==> config.mk <==
export PLATFORM = sky130hd
export DESIGN_NAME = pipe_stage_buf
export DESIGN_NICKNAME = d
export VERILOG_FILES = /design/src/rtl/pipe_stage_buf_pkg.sv /design/src/rtl/pipe_stage_buf_entry.sv /design/src/rtl/pipe_stage_buf.sv
export SDC_FILE = /design/constraint.sdc
export NUM_CORES = 1
export LEC_CHECK = 0
export BUFFER_PORTS_ARGS = -buffer_cell sky130_fd_sc_hd__buf_2
export CORE_MARGIN = 1.5
export CORE_UTILIZATION = 35
export DETAILED_ROUTE_END_ITERATION = 10
export GPL_ROUTABILITY_DRIVEN = 0
export GPL_TIMING_DRIVEN = 1
export PLACE_DENSITY = 0.67
export SYNTH_ARGS = -nofsm -noshare
export SYNTH_HDL_FRONTEND = slang
export SYNTH_SLANG_ARGS = --single-unit
export TNS_END_PERCENT = 5
==> constraint.sdc <==
create_clock -name clk -period 2.9 [get_ports clk]
set_input_delay 0.145 -clock clk [delete_from_list [all_inputs] [get_ports clk]]
set_output_delay 0.145 -clock clk [all_outputs]
set_load 0.01 [all_outputs]
==> src/rtl/pipe_stage_buf_pkg.sv <==
// ============================================================================
// Module      : pipe_stage_buf_pkg
// Description : Shared stage identifiers, payload widths and ID/EX field map
//               for the generic pipeline-stage buffer.
// Revision    : 1.0 - initial release
// ============================================================================
`default_nettype none

package pipe_stage_buf_pkg;

    typedef enum logic [1:0] {
        STG_IFID  = 2'd0,
        STG_IDEX  = 2'd1,
        STG_EXMEM = 2'd2,
        STG_MEMWB = 2'd3
    } pipe_stage_e;

    localparam int c_IFID_DATA_W  = 64;
    localparam int c_IDEX_DATA_W  = 256;
    localparam int c_EXMEM_DATA_W = 160;
    localparam int c_MEMWB_DATA_W = 104;

    // ID/EX payload layout, LSB first
    localparam int c_IDEX_PC_LSB   = 0;
    localparam int c_IDEX_PC_W     = 32;
    localparam int c_IDEX_OPA_LSB  = 32;
    localparam int c_IDEX_OPA_W    = 32;
    localparam int c_IDEX_OPB_LSB  = 64;
    localparam int c_IDEX_OPB_W    = 32;
    localparam int c_IDEX_IMM_LSB  = 96;
    localparam int c_IDEX_IMM_W    = 32;
    localparam int c_IDEX_CTRL_LSB = 128;
    localparam int c_IDEX_CTRL_W   = 96;
    localparam int c_IDEX_EXC_LSB  = 224;
    localparam int c_IDEX_EXC_W    = 32;

    localparam logic [c_IDEX_DATA_W-1:0] c_IDEX_NOP_VAL = '0;

    function automatic int stage_data_w(input pipe_stage_e stg);
        case (stg)
            STG_IFID:  return c_IFID_DATA_W;
            STG_IDEX:  return c_IDEX_DATA_W;
            STG_EXMEM: return c_EXMEM_DATA_W;
            default:   return c_MEMWB_DATA_W;
        endcase
    endfunction

endpackage

`default_nettype wire

==> src/rtl/pipe_stage_buf_entry.sv <==
// ============================================================================
// Module      : pipe_entry
// Description : One payload register plus valid bit with clear/load control.
// Revision    : 1.0 - initial release
// ============================================================================
`default_nettype none

module pipe_entry #(
    parameter int                DATA_W  = 8,
    parameter logic [DATA_W-1:0] NOP_VAL = '0
) (
    input  logic              clk,
    input  logic              reset,
    input  logic              i_load,
    input  logic              i_clear,
    input  logic [DATA_W-1:0] i_data,
    output logic              o_valid,
    output logic [DATA_W-1:0] o_data
);

    logic              r_valid;
    logic [DATA_W-1:0] r_data;

    // Clear outranks load so a squash can never be overridden by a refill
    always_ff @(negedge clk or negedge reset) begin
        if (!reset) begin
            r_valid <= 1'b0;
            r_data  <= NOP_VAL;
        end else if (i_clear) begin
            r_valid <= 1'b0;
            r_data  <= NOP_VAL;
        end else if (i_load) begin
            r_valid <= 1'b1;
            r_data  <= i_data;
        end
    end

    assign o_valid = r_valid;
    assign o_data  = r_data;

endmodule

`default_nettype wire

==> src/rtl/pipe_stage_buf.sv <==
// ============================================================================
// Module      : pipe_stage_buf
// Description : Generic handshaked pipeline-stage register with optional skid
//               entry, deferred flush under stall and saturating bubble count.
// Revision    : 1.0 - initial release
// ============================================================================
`default_nettype none

module pipe_stage_buf
    import pipe_stage_buf_pkg::*;
#(
    parameter int                DATA_W    = c_IDEX_DATA_W,
    parameter logic [DATA_W-1:0] NOP_VAL   = '0,
    parameter int                SKID_EN   = 1,
    parameter int                BUB_CNT_W = 16
) (
    input  logic                 clk,
    input  logic                 reset,
    input  logic                 in_valid,
    output logic                 in_ready,
    input  logic [DATA_W-1:0]    in_data,
    output logic                 out_valid,
    input  logic                 out_ready,
    output logic [DATA_W-1:0]    out_data,
    output logic                 out_nop,
    input  logic                 cu_stall,
    input  logic                 cu_flush,
    output logic                 flush_pend,
    output logic [1:0]           occupancy,
    output logic [BUB_CNT_W-1:0] bubble_cnt,
    input  logic                 bubble_clr
);

    logic                 w_m_valid, w_s_valid;
    logic [DATA_W-1:0]    w_m_data,  w_s_data;
    logic                 w_m_load,  w_m_clear, w_s_load, w_s_clear;
    logic [DATA_W-1:0]    w_m_d;
    logic                 w_flush, w_issue, w_accept, w_in_ready;
    logic                 r_rdy_en, r_flush_pend;
    logic [BUB_CNT_W-1:0] r_bub_cnt;

    // A flush held back by a stall fires on the first unstalled edge
    assign w_flush  = !cu_stall && (cu_flush || r_flush_pend);
    assign w_issue  = w_m_valid && out_ready && !cu_stall;
    assign w_accept = in_valid && w_in_ready;

    always_comb begin
        w_m_load  = 1'b0;
        w_m_clear = 1'b0;
        w_s_load  = 1'b0;
        w_s_clear = 1'b0;
        w_m_d     = in_data;
        if (w_flush) begin
            w_m_clear = 1'b1;
            w_s_clear = 1'b1;
        end else if (!cu_stall) begin
            if (w_issue) begin
                if (w_s_valid) begin
                    w_m_load  = 1'b1;
                    w_m_d     = w_s_data;
                    w_s_clear = 1'b1;
                end else if (w_accept) begin
                    w_m_load  = 1'b1;
                end else begin
                    w_m_clear = 1'b1;
                end
            end else if (w_accept) begin
                if (w_m_valid) w_s_load = 1'b1;
                else           w_m_load = 1'b1;
            end
        end
    end

    pipe_entry #(.DATA_W(DATA_W), .NOP_VAL(NOP_VAL)) u_main (
        .clk     (clk),
        .reset   (reset),
        .i_load  (w_m_load),
        .i_clear (w_m_clear),
        .i_data  (w_m_d),
        .o_valid (w_m_valid),
        .o_data  (w_m_data)
    );

    generate
        if (SKID_EN != 0) begin : g_skid
            pipe_entry #(.DATA_W(DATA_W), .NOP_VAL(NOP_VAL)) u_skid (
                .clk     (clk),
                .reset   (reset),
                .i_load  (w_s_load),
                .i_clear (w_s_clear),
                .i_data  (in_data),
                .o_valid (w_s_valid),
                .o_data  (w_s_data)
            );
            assign w_in_ready = r_rdy_en && !w_s_valid && !cu_stall;
        end else begin : g_no_skid
            assign w_s_valid  = 1'b0;
            assign w_s_data   = NOP_VAL;
            assign w_in_ready = r_rdy_en && (!w_m_valid || out_ready) && !cu_stall;
        end
    endgenerate

    always_ff @(negedge clk or negedge reset) begin
        if (!reset) begin
            r_rdy_en     <= 1'b0;
            r_flush_pend <= 1'b0;
            r_bub_cnt    <= '0;
        end else begin
            r_rdy_en <= 1'b1;
            if (cu_stall) begin
                if (cu_flush) r_flush_pend <= 1'b1;
            end else begin
                r_flush_pend <= 1'b0;
            end
            if (bubble_clr) begin
                r_bub_cnt <= '0;
            end else if (out_ready && !w_m_valid && !cu_stall && (r_bub_cnt != '1)) begin
                r_bub_cnt <= r_bub_cnt + BUB_CNT_W'(1);
            end
        end
    end

    assign in_ready   = w_in_ready;
    assign out_valid  = w_m_valid && !cu_stall;
    assign out_data   = out_valid ? w_m_data : NOP_VAL;
    assign out_nop    = !out_valid;
    assign flush_pend = r_flush_pend;
    assign occupancy  = 2'(w_m_valid) + 2'(w_s_valid);
    assign bubble_cnt = r_bub_cnt;

endmodule

`default_nettype wire

==> results.ini <==
[critical_path]
critPathBufInv = 4
crit_chain = nand2b_4, buf_12, inv_6, buf_16, and2_1, buf_2
critical_path.startpoint_type = flop
worstPathMaxFanout = 38
worstPathArrival_ns = 3.39
critPathSlowestCell = dfrtn_1
required_ns = 2.76
criticalPathCategory = reg -> out
cp_top_family = buffers and inverters
cp-end-kind = output port
critPathLaunch = u_main.o_valid
crit_path_max_incr_delay_ns = 0.46
r2r-start = u_main.o_valid

[flow_run]
cap_violations = 0

[finish]
stdcell_count = 4241
finalCoreUtilization_pct = 47.5
fin_area_mm2 = 0.0327
nets = 3522
drive_gt1_share_pct = 28.8
synthToLayoutAreaGrowth_pct = 34.0

[sta]
hold_ws_ns = 0.417
slew_violations = 0
worst_pin_slew_ns = 0.628
slew_headroom_pct = 57.8
grt_setup_unrepaired = true
fin_ws_ns = -0.634
fin_skew_ns = 0.00980
hold_viol_final = 0
setup-violations-final = 261

[global_routing]
first_global_vias = 20700
grt_first_pass_wirelength_mm = 117
grt_antenna_before_repair = 14
overflow = 0
grt_max_degree = 76
grt_usage_pct = 20.8

[floorplan]
rows = 96
die_x_um = 267
core_area_mm2 = 0.0688
pin_count = 541
die_h_um = 267
start_util_pct = 35.4
die_area_mm2 = 0.0713

[synth]
synth_nets = 2900
syn_area_per_cell_um2 = 9.26
synth_cell_types = 37
yosysSeqAreaShare_pct = 54.6
synth_enable_flop_cells = 0
syn_inst = 2635
syn-cell-area_mm2 = 0.0244
synthTopCellsByArea = dfrtn_1, nand2_1, mux2i_1, and2_1, a21oi_1
yosys.cell_count.top_type = nand2_1
yosys_most_used_dff = dfrtn_1
synth_top_cell_area_share_pct = 54.6
synth_area_leader_cell = dfrtn_1
synthArstFlopShare_pct = 100
ys_warn_count = 0
ys_seq_elements = 532
synthTopCellsByCount = nand2_1, dfrtn_1, a21oi_1, mux2i_1, and2_1

[clock_tree]
cts.hold.buffers_added = 0
cts_sinks = 532
root_buffer = clkbuf_16
cts_buffers = 57
htree_levels = 2
insertion_delay_ns = 0.58
clk_pin_slew_ns = 0.05
clk_path_buf_depth = 3
cts_tree = done

[placement]
place_ws_ns = -0.387
io_buffers = 540
placed_cells = 4116
postPlaceCellArea_mm2 = 0.0298
dp_hpwl_mm = 54.0

[min_path]
min_from = u_main.o_data[145]
hold_class = reg -> reg

[routing]
via_per_inst = 4.93
ant_nets = 0
drtIter0Drc = 1436
drc = 0
firstDrtPassIters = 5
vias = 20900
avgRoutedWirePerCell_um = 18.2
drt_wl_total_mm = 77.2

[outcome]
status = finished with violations
violations = negative setup slack

[power_and_ir_drop]
p_per_area_mw_per_mm2 = 505
power.leakage_nw = 17.3
ir_drop_mv = 0.497

[flip-flops by register name, indices dropped and copies added, names as in the netlist]
register,cells
bubble_cnt,16
g_skid.u_skid.o_data,256
u_main.o_valid,1
g_skid.u_skid.o_valid,1
flush_pend,1
u_main.o_data,256
r_rdy_en,1
[layout by cell type (no fill, tap or decap), drive strengths merged, types with 2 or more instances in the layout]
| cell | n |
|---|---|
| nand2 | 776 |
| buf | 762 |
| dfrtn | 532 |
| a21oi | 264 |
| o21ai | 259 |
| mux2i | 257 |
| and2 | 256 |
| clkbuf | 85 |
| diode | 13 |
| clkinv | 13 |
| nor2 | 12 |
| nand3 | 7 |
| nor2b | 7 |
| mux2 | 6 |
| nor4 | 6 |
| inv | 6 |
| o31ai | 5 |
| nor3 | 5 |
| nand2b | 5 |
| or4 | 4 |
| bufinv | 4 |
| or3 | 4 |
| nand4 | 3 |
| nand4b | 2 |
| o41ai | 2 |
| nor3b | 2 |
| or2 | 2 |
| ha | 2 |
[what timing repair did]
| action | CTS | global route |
|---|---|---|
| pin swaps | 16 | 47 |
| endpoints found under the setup margin | 264 | 268 |
| resized for setup | 81 | 97 |
| hold endpoints to repair | 0 | 0 |
| setup buffers | 3 | 1 |
| gates cloned | 6 | 3 |
[power by group]
group / switching (mW) / total [mW] / internal, mW
registers: 0.115 / 7.79 / 7.67
clock network: 3.04 / 7.48 / 4.44
logic: 0.768 / 1.24 / 0.476
total: 3.93 / 16.5 / 12.6
[cell type report]
type                       instances  area (um2)
antenna                           13        32.5
clock buffer                      82        1720
clock inverter                    17         189
fill                            6457       36100
inverter                           4        41.3
multi-input combinational       1895       10500
sequential                       532       13300
tap                              931        1160
timing repair buffer             765        5680
timing repair inverter             2        20.0
[path summary, 6_finish.rpt]
check	end	slack, ns	depth (start not counted)
max	out_data[208]	-0.63	6
min	u_main.o_data[145]	0.42	2
max reg2reg	bubble_cnt[11]	0.53	7
min reg2reg	u_main.o_data[145]	0.42	2
max in group asynchronous	g_skid.u_skid.o_data[149]	1.25	2
min in group asynchronous	g_skid.u_skid.o_data[12]	0.83	1
[logic make-up (layout without fill, tap and decap cells)]
kind of cell	Yosys count	in the layout	synth area share, %
buf+inv	208	870	3.35
mux	263	263	10.8
flops	532	532	54.6
other cells	1	14	0.0154
fa+ha+maj	2	2	0.103
simple gates	1095	1095	20.0
compound gates	534	534	11.1
[worst register-to-register path, stage by stage, from the launching register on]
cell,delay (ns)
dfrtn_1,0.38
buf_4,0.15
buf_4,0.13
buf_8,0.13
or3b_4,0.42
or2_1,0.34
nor4_2,0.32
mux2_2,0.36
[routing by layer]
layer	wire length [um]	track usage [%]	share of wire, %	vias up
li1	-	-	-	9938
met1	32900	27.1	43	10200
met2	38600	35.2	50	621
met3	3260	2.53	4.2	143
met4	2470	8.09	3.2	2
met5	14	0	0.018	-
[metrics by stage]
stage / TNS, ns / power [mW]
finish: -143.91 / 16.5
global route: -161.70 / 17.1
CTS: -156.55 / 16.6
detailed placement: -112.12 / 9.10
global placement: -92.65 / 9.08
floorplan: -97.22 / 8.32
Note: power is estimated with default switching activity, not from simulation.
